File: src/rtl/mem_initiator.sv
// mem_initiator: command-driven master for the 16x32 register-file memory.
// Latency: write accepted at edge k commits at edge k+1. Read accepted at edge k gives rsp_valid in cycle k+3.
// Backpressure: cmd_ready is high only in IDLE. A response is held stable until rsp_ready, and no command is taken meanwhile.
//
// Ports:
//   clk, rst_n                         clock, async active-low reset
//   cmd_valid/ready/write/addr/wdata   command channel (valid/ready)
//   rsp_valid/ready/rdata/err          read response channel (valid/ready)
//   mem_EN/Addr/Data_In                registered memory drive (EN=1 write, EN=0 read)
//   mem_Data_Out/Valid_Out             registered memory read return
//   wr_cnt, rd_cnt                     completed-transaction counters, wrap
//
// Build option: define MEM_INIT_WR_VERIFY_EN to make every write do a
// read-back at the same address and report mismatch/timeout on rsp_err.
module mem_initiator #(
    parameter int ADDR_W      = 4,
    parameter int DATA_W      = 32,
    parameter int TIMEOUT_CYC = 8,
    parameter int CNT_W       = 16
) (
    input  logic              clk,
    input  logic              rst_n,
    input  logic              cmd_valid,
    output logic              cmd_ready,
    input  logic              cmd_write,
    input  logic [ADDR_W-1:0] cmd_addr,
    input  logic [DATA_W-1:0] cmd_wdata,
    output logic              rsp_valid,
    input  logic              rsp_ready,
    output logic [DATA_W-1:0] rsp_rdata,
    output logic              rsp_err,
    output logic              mem_EN,
    output logic [ADDR_W-1:0] mem_Addr,
    output logic [DATA_W-1:0] mem_Data_In,
    input  logic [DATA_W-1:0] mem_Data_Out,
    input  logic              mem_Valid_Out,
    output logic [CNT_W-1:0]  wr_cnt,
    output logic [CNT_W-1:0]  rd_cnt
);

    localparam int TMO_W = $clog2(TIMEOUT_CYC + 1);

    typedef enum logic [2:0] {
        S_IDLE,
        S_WR,
        S_RD,
        S_CAP,
        S_RESP
    } state_t;

    state_t             state_q, state_d;
    logic               mem_en_q, mem_en_d;
    logic [ADDR_W-1:0]  mem_addr_q, mem_addr_d;
    logic [DATA_W-1:0]  mem_wdata_q, mem_wdata_d;
    logic               rsp_valid_q, rsp_valid_d;
    logic [DATA_W-1:0]  rsp_rdata_q, rsp_rdata_d;
    logic               rsp_err_q, rsp_err_d;
    logic [CNT_W-1:0]   wr_cnt_q, wr_cnt_d;
    logic [CNT_W-1:0]   rd_cnt_q, rd_cnt_d;
    logic [TMO_W-1:0]   tmo_q, tmo_d;
`ifdef MEM_INIT_WR_VERIFY_EN
    // Marks the current read as the read-back of a write.
    logic               is_wr_q, is_wr_d;
`endif

    always_comb begin
        state_d     = state_q;
        mem_en_d    = mem_en_q;
        mem_addr_d  = mem_addr_q;
        mem_wdata_d = mem_wdata_q;
        rsp_valid_d = rsp_valid_q;
        rsp_rdata_d = rsp_rdata_q;
        rsp_err_d   = rsp_err_q;
        wr_cnt_d    = wr_cnt_q;
        rd_cnt_d    = rd_cnt_q;
        tmo_d       = tmo_q;
`ifdef MEM_INIT_WR_VERIFY_EN
        is_wr_d     = is_wr_q;
`endif
        case (state_q)
            S_IDLE: begin
                if (cmd_valid) begin
                    mem_addr_d  = cmd_addr;
                    mem_wdata_d = cmd_wdata;
                    mem_en_d    = cmd_write;
                    state_d     = cmd_write ? S_WR : S_RD;
`ifdef MEM_INIT_WR_VERIFY_EN
                    is_wr_d     = cmd_write;
`endif
                end
            end
            S_WR: begin
                // The memory commits the write on this edge.
                mem_en_d = 1'b0;
`ifdef MEM_INIT_WR_VERIFY_EN
                state_d  = S_RD;
`else
                wr_cnt_d = wr_cnt_q + CNT_W'(1);
                state_d  = S_IDLE;
`endif
            end
            S_RD: begin
                // The memory registers Data_Out on this edge; sample it in CAP.
                tmo_d   = '0;
                state_d = S_CAP;
            end
            S_CAP: begin
                if (mem_Valid_Out) begin
                    rsp_rdata_d = mem_Data_Out;
`ifdef MEM_INIT_WR_VERIFY_EN
                    rsp_err_d   = is_wr_q && (mem_Data_Out != mem_wdata_q);
`else
                    rsp_err_d   = 1'b0;
`endif
                    rsp_valid_d = 1'b1;
                    state_d     = S_RESP;
                end else begin
                    tmo_d = tmo_q + TMO_W'(1);
                    // This is the TIMEOUT_CYC-th CAP cycle without valid data.
                    if (tmo_q == TMO_W'(TIMEOUT_CYC - 1)) begin
                        rsp_rdata_d = '0;
                        rsp_err_d   = 1'b1;
                        rsp_valid_d = 1'b1;
                        state_d     = S_RESP;
                    end
                end
            end
            S_RESP: begin
                if (rsp_ready) begin
                    rsp_valid_d = 1'b0;
                    state_d     = S_IDLE;
`ifdef MEM_INIT_WR_VERIFY_EN
                    if (is_wr_q) begin
                        wr_cnt_d = wr_cnt_q + CNT_W'(1);
                    end else begin
                        rd_cnt_d = rd_cnt_q + CNT_W'(1);
                    end
`else
                    rd_cnt_d = rd_cnt_q + CNT_W'(1);
`endif
                end
            end
            default: state_d = S_IDLE;
        endcase
    end

    always_ff @(posedge clk or negedge rst_n) begin
        if (!rst_n) begin
            state_q     <= S_IDLE;
            mem_en_q    <= 1'b0;
            mem_addr_q  <= '0;
            mem_wdata_q <= '0;
            rsp_valid_q <= 1'b0;
            rsp_rdata_q <= '0;
            rsp_err_q   <= 1'b0;
            wr_cnt_q    <= '0;
            rd_cnt_q    <= '0;
            tmo_q       <= '0;
`ifdef MEM_INIT_WR_VERIFY_EN
            is_wr_q     <= 1'b0;
`endif
        end else begin
            state_q     <= state_d;
            mem_en_q    <= mem_en_d;
            mem_addr_q  <= mem_addr_d;
            mem_wdata_q <= mem_wdata_d;
            rsp_valid_q <= rsp_valid_d;
            rsp_rdata_q <= rsp_rdata_d;
            rsp_err_q   <= rsp_err_d;
            wr_cnt_q    <= wr_cnt_d;
            rd_cnt_q    <= rd_cnt_d;
            tmo_q       <= tmo_d;
`ifdef MEM_INIT_WR_VERIFY_EN
            is_wr_q     <= is_wr_d;
`endif
        end
    end

    assign cmd_ready   = (state_q == S_IDLE);
    assign mem_EN      = mem_en_q;
    assign mem_Addr    = mem_addr_q;
    assign mem_Data_In = mem_wdata_q;
    assign rsp_valid   = rsp_valid_q;
    assign rsp_rdata   = rsp_rdata_q;
    assign rsp_err     = rsp_err_q;
    assign wr_cnt      = wr_cnt_q;
    assign rd_cnt      = rd_cnt_q;

endmodule
File: config.mk
export PLATFORM = sky130hd
export DESIGN_NAME = mem_initiator
export DESIGN_NICKNAME = d
export VERILOG_FILES = /design/src/rtl/mem_initiator.sv
export SDC_FILE = /design/constraint.sdc
export NUM_CORES = 1
export LEC_CHECK = 0
export ABC_AREA = 1
export CORE_ASPECT_RATIO = 0.6
export CORE_UTILIZATION = 40
export CTS_CLUSTER_SIZE = 14
export DETAILED_ROUTE_END_ITERATION = 16
export GPL_ROUTABILITY_DRIVEN = 1
export PLACE_DENSITY = 0.75
export REMOVE_ABC_BUFFERS = 1
export SLEW_MARGIN = 20
export SYNTH_ARGS = -nofsm -noshare
export SYNTH_HDL_FRONTEND = slang
export SYNTH_SLANG_ARGS = --single-unit
File: constraint.sdc
create_clock -name clk -period 4.3 [get_ports clk]
set_clock_uncertainty 0.1 [all_clocks]
set_input_delay 0.86 -clock clk [delete_from_list [all_inputs] [get_ports clk]]
set_output_delay 0.86 -clock clk [all_outputs]
set_load 0.1 [all_outputs]
Yosys cells after proc, flatten, opt, wreduce, memory -nomap -nowiden. Cells that the tools add are included.

Order comparisons: 0. Multiply operators: 0. Equality and inequality tests: 9. Mux-type cells: 17. Shift-type cells: 0. Add/subtract/negate cells: 3. Reductions and logical operators: 12. Divide/modulo/power cells: 0. Bitwise operators: 0.

Operators with widths (count): 32-bit 2-to-1 mux (2); 16-bit by 1-bit adder with 16-bit output, second input constant (2); 3-bit 2-to-1 mux (4); 3-bit one-hot mux with 4 select lines (1); 2-bit AND reduction (5); 4-bit one-hot mux with 2 select lines (1); 2-bit nonzero test (4); 3-bit by 2-bit == test with 1-bit output, second input constant (2); 2-bit != test, second input constant (3); 3-bit AND reduction (2); 1-bit 2-to-1 mux (5); 4-bit by 1-bit adder with 4-bit output, second input constant (1); 4-bit by 3-bit == test with 1-bit output, second input constant (1); 4-bit 2-to-1 mux (1); 1-bit one-hot mux with 2 select lines (2); 3-bit by 1-bit == test with 1-bit output, second input constant (1); 3-bit == test, second input constant (1); 3-bit zero test (1); 3-bit != test, second input constant (1); 2-bit 2-to-1 mux (1).

Memories kept: 0. Register bits: 110. Input port bits: 74. Memory bits (read-only): 0. Logic and storage cells: 51. Bits in writable memories: 0. Latch bits: 0. Output and inout bits: 104.

Logic depth before layout (Yosys ltp). Gate-level depths: netlist of run 1.

Word-level depth: 4. Mapped depth: 8. Gate-level depth less buffers: 8.

Worst setup path before layout of run 1. No wires, ideal clock.

Path kind: flip-flop to output port. Start: reg state_q[2]. End: out cmd_ready. Buffers on the path: 1. Arrival time: 1222 ps. Cell stages (with the launch flop): 5. Data required time: 3340 ps. Path slack: 2118 ps. Cell sequence: dfrtp_1 -> inv_2 -> nand2_1 -> nor2_1 -> buf_2.

Cells in the longest elaborated chain, start to end: 1.

Ends and longest elaborated chain: start: declaration (RTL line 51) `state_t state_q, state_d;`; start signal: assignment (RTL line 163) `state_q <= state_d;`; 3-bit zero test (RTL line 179) `assign cmd_ready = (state_q == S_IDLE);`; end: declaration (RTL line 24) `output logic cmd_ready,`.

Every way passes these cells.

Worst setup path after layout of run 1. Ends and elaborated chain as after synthesis.

==> results.toml, run 1 <==
[sta]
worst_path_setup_slack_after_routing_ns = 1.17
timing_hold_violations_final = 0
final.min_clock_period_ns = 3.13
highest_clock_rate_ghz = 0.320
timing.max_slew.rel_slack_pct = 31.5
actual_slew_at_the_worst_max_slew_pin_ns = 1.02
rsz_0062_raised_after_global_routing = "false"
setup_viol_count_final = 0
layout_worst_path_cycle_share_pct = 72.8
timing.final.max_slew_violations = 0

[clock_network]
post_cts_hold_buffer_count = 0
cts_repair_resize_count = 0
cts.reportedPaths.clkPinSlew_ns = 0.08
clk_path_buf_depth = 2
tritoncts_num_sinks = 110
cts_tree = "done"
post_cts.repair.setup_buffers = 0
clock_insertion_delay_at_the_later_pin_of_the_skew_report_ns = 0.34
cts-htree-levels = 3
cts_inserted_buffers = 9
root_buffer = "sky130_fd_sc_hd__clkbuf_16"

[global_route]
grt_first_pass_wirelength_mm = 20.1
grt_antenna_before_repair = 0
grt-ovfl-total = 0
gr-max-usage-layer = "met2"
groute.usage.overall_pct = 20.7
grt_max_degree = 43
globalRouteMet1Util_pct = 28.5
grt_util_met3_pct = 7.31
via_count_of_the_first_global_routing_pass = 4076
globalRouteMet2Util_pct = 30.8

[run_status]
outcome = "finished clean"

[logic_synthesis]
post-synth-top-area-fraction_pct = 56.8
yosysWarningCount = 0
netlist_area_mm2 = 0.00485
synth_area_leaders = "sky130_fd_sc_hd__dfrtp_1, sky130_fd_sc_hd__nand2_1, sky130_fd_sc_hd__nand3_1"
yosys_register_bits = 110
post_synthesis_cell_type_with_the_largest_combined_area = "sky130_fd_sc_hd__dfrtp_1"
post_synth_most_frequent_cells = "sky130_fd_sc_hd__nand2_1, sky130_fd_sc_hd__dfrtp_1, sky130_fd_sc_hd__nand3_1, sky130_fd_sc_hd__inv_1, sky130_fd_sc_hd__nor2_1"
synth_sequential_area_ratio_pct = 56.8
synth.lib_cells_used.distinct = 25
synthesis.area_per_instance_um2 = 8.88
post_synthesis_instance_total = 546
post-synth-top-count-cell = "sky130_fd_sc_hd__nand2_1"
postSynth.topFlopCell = "sky130_fd_sc_hd__dfrtp_1"
synth_enable_flop_cells = 0
async_flop_share_pct = 100

[floorplan]
area_of_the_core_region_mm2 = 0.0116
die_w_um = 144
initial_utilization_pct = 41.9
num_rows = 30
dieArea_mm2 = 0.0126
die_height_um = 87.3
num_io_pins = 178

[detailed_routing]
vias = 4262
route.final.wire_length_mm = 12.3
detail_route.first_pass.iterations = 4
detail_route.vias_per_cell = 4.82
drt_iter0_drc = 171
route.detailed.drc = 0
detail-route-antenna-nets = 0
detail_route.wl_per_cell_um = 13.9

[setup_path]
cp_max_fo = 22
cp-end-kind = "output pin"
setup.worst_path.class = "flop to output pin"
worstPathArrival_ns = 2.17
nature_of_the_critical_path_startpoint = "flop"
timing.critical_path.required_ns = 3.34

[layout]
synthToLayoutAreaGrowth_pct = 44.5
fillCellCount = 1015
post_route_cells_drive_above_1_share_pct = 4.56
post-route-cell-area_mm2 = 0.00700
antennaDiodeCount = 0
combined_area_of_the_multi_input_logic_cells_mm2 = 0.00181
design.final.nets = 796
layout.area.seq_mm2 = 0.00275

[placement]
gp_congestion = 0.872
placedInstanceArea_mm2 = 0.00673
post-place-ws_ns = 1.20
dpl.hpwl_mm = 9.00
placement.io_buffers = 177

[min_path]
hold_wc_path_type = "input port to async pin"

[run]
maxCapViolations = 0
-- final cells by class --
cell class                      count  share of cell area [%]
Inverter                           44                    2.36
Timing Repair Buffer              182                    25.8
Sequential cell                   110                    39.3
Clock inverter                      5                   0.589
Clock buffer                       11                    3.32
Tap cell                          160                    2.86
Multi-Input combinational cell    372                    25.8
-- cell usage in the layout (no fill, tap or decap), drive strengths merged --
cell             n
nor2            34
buf              7
nand4           14
clkbuf          11
clkinvlp         2
ha               3
xnor2           11
a22o            15
nand3           77
o21ai            6
a21oi            4
a31o             2
dfrtp          110
inv             45
nand2          196
nor3             1
xor2             9
clkdlybuf4s50  175
clkinv           2
-- registers in the layout, summed over array words and instances, names as in the netlist --
register and count:
mem_EN 1, mem_Data_In 32, mem_Addr 4, wr_cnt 16, state_q 3, rsp_valid 1
rsp_rdata 32, tmo_q 4, rd_cnt 16, rsp_err 1
-- critical path, stage by stage, from the launching register on --
cell and delay [ns]:
sky130_fd_sc_hd__dfrtp_1 0.43, sky130_fd_sc_hd__inv_2 0.13, sky130_fd_sc_hd__nand2_1 0.09, sky130_fd_sc_hd__nor2_2 0.72, sky130_fd_sc_hd__buf_4 0.43
-- worst paths after layout --
check                                start         endpoint  slack, ns  depth (start not counted)
max in group asynchronous            rst_n   mem_Data_In[1]       2.83                          2
hold / removal                       rst_n        rd_cnt[3]       0.35                          1
hold reg to reg            mem_Data_In[24]  mem_Data_In[24]       0.37                          2
min in group clk           mem_Data_In[24]  mem_Data_In[24]       0.37                          2
setup reg to reg                state_q[2]  mem_Data_In[30]       1.46                          7
setup / recovery                state_q[2]        cmd_ready       1.17                          4
-- through the flow --
| step | hold WS [ns] | std cells | setup TNS [ns] | utilization (%) |
|---|---|---|---|---|
| 6_report | 0.350 | 884 | 0 | 60.6 |
| 5_1_grt | 0.371 | 884 | 0 | 60.6 |
| 4_1_cts | 0.352 | 884 | 0 | 60.6 |
| 3_5_place_dp | 0.358 | 868 | 0 | 58.2 |
| 3_3_place_gp | 0.354 | 868 | 0 | 58.2 |
| 2_1_floorplan | 0.368 | 526 | -22.70 | - |
-- per-layer routing --
layer / share of wire, % / wire, um
met2: 44 / 5370
met5: 0 / 0
met4: 1.2 / 149
met1: 47 / 5820
met3: 7.8 / 954
-- logic make-up after synthesis --
kind of cell	count (synthesis)	synth area share, %
flops	110	56.8
buf+inv	64	5.99
compound gates	27	4.10
xor+xnor	20	3.61
simple gates	322	28.7
fa+ha+maj	3	0.774
Power of run 1 is left out: the tool's default activity adds up to more than one toggle a clock period on the data nets, which glitch-free logic cannot reach.
==> inputs of run 2 (changes only) <==
clock period = 2.98 ns   (was 4.3 ns; I/O delays follow)
==> run 2 against run 1 <==
Cell count grew 0.11%. First-iteration DRC count down 16%. Core utilization fell by 1.5 points. Sequential share of layout area up 0.97 points. Critical path depth increased by 1. Via count decreased by 0.16%.
==> results.toml, run 2 (synthesis results as in run 1) <==
[sta]
setup_viol_count_final = 0
rsz_0062_raised_after_global_routing = "false"
timing.final.max_slew_violations = 0
final.min_clock_period_ns = 2.49
actual_slew_at_the_worst_max_slew_pin_ns = 0.648
timing_hold_violations_final = 0
final.setup.tns_ns = 0
layout_worst_path_cycle_share_pct = 83.7
highest_clock_rate_ghz = 0.401
timing.max_slew.rel_slack_pct = 56.8

[setup_path]
cp-end-kind = "output pin"
setup.worst_path.class = "flop to output pin"
reg2reg_to = "mem_Data_In[26]"
r2r_setup_slack_ns = 1.04
timing.critical_path.required_ns = 2.28
cp_max_fo = 38
worst-r2r-cell-count = 7
timing.rr.start = "state_q[2]"
worstPathArrival_ns = 1.80
nature_of_the_critical_path_startpoint = "flop"

[global_route]
grt_max_degree = 52
grt-ovfl-total = 0
groute.usage.overall_pct = 20.9
grt_antenna_before_repair = 0
grt_first_pass_wirelength_mm = 20.2
via_count_of_the_first_global_routing_pass = 4164

[floorplan]
dieArea_mm2 = 0.0126
die_height_um = 87.3
die_w_um = 144
num_io_pins = 178
area_of_the_core_region_mm2 = 0.0116
num_rows = 30
initial_utilization_pct = 41.9

[run]
maxCapViolations = 0

[clock_network]
cts.reportedPaths.clkPinSlew_ns = 0.08
cts_inserted_buffers = 9
post_cts_hold_buffer_count = 0
cts_repair_resize_count = 0
cts_tree = "done"
clk_path_buf_depth = 2
clock_insertion_delay_at_the_later_pin_of_the_skew_report_ns = 0.35
root_buffer = "sky130_fd_sc_hd__clkbuf_16"
post_cts.repair.setup_buffers = 0
cts-htree-levels = 3
tritoncts_num_sinks = 110

[detailed_routing]
route.detailed.drc = 0
detail_route.wirelength.met1_mm = 5.83
vias = 4255
topRoutingLayerUsed = "met4"
route.final.wire_length_mm = 12.4
detail_route.wl_per_cell_um = 14.0
detail_route.vias_per_cell = 4.81
detail_route.first_pass.iterations = 4
detail-route-antenna-nets = 0
route.met2.wl_mm = 5.57
drt_iter0_drc = 143
wl_met3_um = 869

[placement]
gp_congestion = 0.865
placement.io_buffers = 177
dpl.hpwl_mm = 9.11

[layout]
utilization_after_layout_pct = 59.1
post_route_cells_drive_above_1_share_pct = 19.2
combined_area_of_the_multi_input_logic_cells_mm2 = 0.00181
antennaDiodeCount = 0
design.final.nets = 797
layout_commonest_cell = "sky130_fd_sc_hd__nand2_1"
layout.area.seq_mm2 = 0.00275
fillCellCount = 1002
synthToLayoutAreaGrowth_pct = 41.0
final_cell_mix = "sky130_fd_sc_hd__nand2_1, sky130_fd_sc_hd__dfrtp_1, sky130_fd_sc_hd__buf_4"

[min_path]
hold_wc_path_type = "input port to async pin"

[run_status]
outcome = "finished clean"
run 2: area by class of cell:
cell class                      instances  area share, %
Clock inverter                          6           1.34
Timing Repair Buffer                  183           23.1
Sequential cell                       110           40.3
Inverter                               44           2.42
Tap cell                              160           2.93
Multi-Input combinational cell        372           26.5
Clock buffer                           10           3.50
run 2: through the flow:
step / cells / area (um2) / setup WS, ns / hold slack, ns
after floorplan: 526 / 4720 / -2.16 / 0.200
after global placement: 869 / 6500 / 0.762 / 0.358
after detailed placement: 869 / 6500 / 0.734 / 0.360
after CTS: 885 / 6840 / 0.453 / 0.183
after global routing: 885 / 6840 / 0.365 / 0.213
final: 885 / 6840 / 0.485 / 0.161
run 2: worst max-delay path, cell delays in order (launching register included):
cell and delay [ns]:
sky130_fd_sc_hd__dfrtp_1 0.43, sky130_fd_sc_hd__inv_2 0.12, sky130_fd_sc_hd__nand2_1 0.09, sky130_fd_sc_hd__nor2_2 0.17, sky130_fd_sc_hd__buf_4 0.40, sky130_fd_sc_hd__buf_12 0.23
run 2: worst max path at each step:
stage                   from         endpoint  cells after the start
5_1_grt           state_q[0]        cmd_ready                      5
3_5_place_dp       cmd_valid  mem_Data_In[10]                      5
2_1_floorplan     state_q[2]           mem_EN                      6
4_1_cts           state_q[2]        cmd_ready                      5
6_report          state_q[2]        cmd_ready                      5
3_3_place_gp   mem_Valid_Out    rsp_rdata[20]                      5
run 2: metal layers:
layer | vias to the layer above | GRT usage, %
met5 | - | 0
li1 | 2098 | -
met3 | 7 | 7.04
met2 | 119 | 32.7
met4 | 0 | 4.59
met1 | 2031 | 28.2
Power of run 2 is left out for the same reason.
==> inputs of run 3 (changes only) <==
clock period = 2.6 ns   (was 2.98 ns; I/O delays follow)
==> run 3 against run 2 <==
Setup slack worse by 0.030 ns. First-iteration DRC count up 17%. Non-clock buffer count up 2. Wire length up 1.4%. Worst hold slack worse by 0.10 ns. Core utilization down 0.22 points. Via count up 0.49%. Cell count up 0.23%. Sequential share of layout area up 0.15 points. Largest cell class unchanged. Highest routed layer unchanged.
==> results.toml, run 3 (synthesis results as in run 1) <==
[run_status]
outcome = "finished clean"

[setup_path]
critical_path.startpoint = "state_q[2]"
r2r_setup_slack_ns = 0.65
worstPathArrival_ns = 1.52
worst-r2r-cell-count = 5
cp-end-kind = "output pin"
setup.worst_path.class = "flop to output pin"
timing.critical_path.required_ns = 1.98
nature_of_the_critical_path_startpoint = "flop"
reg2reg_to = "rsp_rdata[25]"
crit_end = "cmd_ready"
cp_max_fo = 6
timing.rr.start = "state_q[2]"

[clock_network]
clk_path_buf_depth = 2
cts_inserted_buffers = 9
cts_repair_resize_count = 0
tritoncts_num_sinks = 110
clock_insertion_delay_at_the_later_pin_of_the_skew_report_ns = 0.34
root_buffer = "sky130_fd_sc_hd__clkbuf_16"
post_cts_hold_buffer_count = 0
cts-htree-levels = 3
cts.reportedPaths.clkPinSlew_ns = 0.07
cts_tree = "done"
post_cts.repair.setup_buffers = 0

[layout]
final_cell_mix = "sky130_fd_sc_hd__nand2_1, sky130_fd_sc_hd__buf_4, sky130_fd_sc_hd__dfrtp_1"
layout.area.seq_mm2 = 0.00275
design.final.nets = 799
fillCellCount = 1022
synthToLayoutAreaGrowth_pct = 40.5
layout_commonest_cell = "sky130_fd_sc_hd__nand2_1"
post_route_cells_drive_above_1_share_pct = 19.4
antennaDiodeCount = 0
combined_area_of_the_multi_input_logic_cells_mm2 = 0.00181

[sta]
highest_clock_rate_ghz = 0.466
layout_worst_path_cycle_share_pct = 82.5
rsz_0062_raised_after_global_routing = "false"
timing_hold_violations_final = 0
timing.final.max_slew_violations = 0
setup_viol_count_final = 0
timing.max_slew.rel_slack_pct = 55.9
final.min_clock_period_ns = 2.14
actual_slew_at_the_worst_max_slew_pin_ns = 0.660
final.setup.tns_ns = 0

[placement]
gp_congestion = 0.857
dpl.hpwl_mm = 9.34
placement.io_buffers = 177

[global_route]
grt_max_degree = 46
grt_first_pass_wirelength_mm = 20.4
grt_antenna_before_repair = 0
via_count_of_the_first_global_routing_pass = 4150
grt-ovfl-total = 0
groute.usage.overall_pct = 21.2

[min_path]
hold_wc_path_type = "input port to async pin"

[floorplan]
die_w_um = 144
die_height_um = 87.3
num_io_pins = 178
num_rows = 30
area_of_the_core_region_mm2 = 0.0116
dieArea_mm2 = 0.0126
initial_utilization_pct = 41.9

[run]
maxCapViolations = 0

[detailed_routing]
vias = 4276
route.final.wire_length_mm = 12.5
detail_route.vias_per_cell = 4.82
drt_iter0_drc = 168
detail-route-antenna-nets = 0
detail_route.first_pass.iterations = 4
detail_route.wl_per_cell_um = 14.1
route.detailed.drc = 0
## run 3: worst min-delay path by stage
stage / startpoint / slack (ns) / endpoint / depth (start not counted)
CTS: rst_n / 0.07 / wr_cnt[6] / 1
global route: rst_n / 0.08 / rd_cnt[3] / 1
global placement: mem_Data_In[14] / 0.36 / mem_Data_In[14] / 2
finish: rst_n / 0.06 / wr_cnt[6] / 1
floorplan: rst_n / 0.12 / mem_Addr[0] / 0
detailed placement: rsp_rdata[3] / 0.36 / rsp_rdata[3] / 2
## run 3: through the flow
stage | hold slack, ns | std cells | area [um2] | worst slack [ns] | utilization, %
after floorplan | 0.124 | 526 | 4720 | -2.54 | -
after global placement | 0.356 | 871 | 6520 | 0.447 | 56.4
after detailed placement | 0.360 | 871 | 6520 | 0.392 | 56.4
after CTS | 0.0673 | 887 | 6810 | 0.407 | 58.9
after global routing | 0.0784 | 887 | 6810 | 0.335 | 58.9
final | 0.0574 | 887 | 6810 | 0.455 | 58.9
## run 3: critical path, stage by stage (launching register included)
cell,delay [ns]
sky130_fd_sc_hd__dfrtp_1,0.43
sky130_fd_sc_hd__inv_2,0.13
sky130_fd_sc_hd__nand2_1,0.10
sky130_fd_sc_hd__nor2_2,0.29
sky130_fd_sc_hd__buf_12,0.23
## run 3: layout make-up
| type | instances | share of cell area (%) |
|---|---|---|
| sequential | 110 | 40.4 |
| multi-input combinational | 372 | 26.5 |
| timing repair buffer | 185 | 23.4 |
| clock buffer | 10 | 3.51 |
| tap | 160 | 2.94 |
| inverter | 44 | 2.43 |
| clock inverter | 6 | 0.753 |
## run 3: metal layers
layer	vias to the layer above	track usage, %	routed length (um)
li1	2105	-	-
met2	141	32.7	5650
met1	2020	28.4	5820
met3	10	7.53	952
met5	-	0	0
met4	0	5.17	119
Power of run 3 is left out for the same reason.
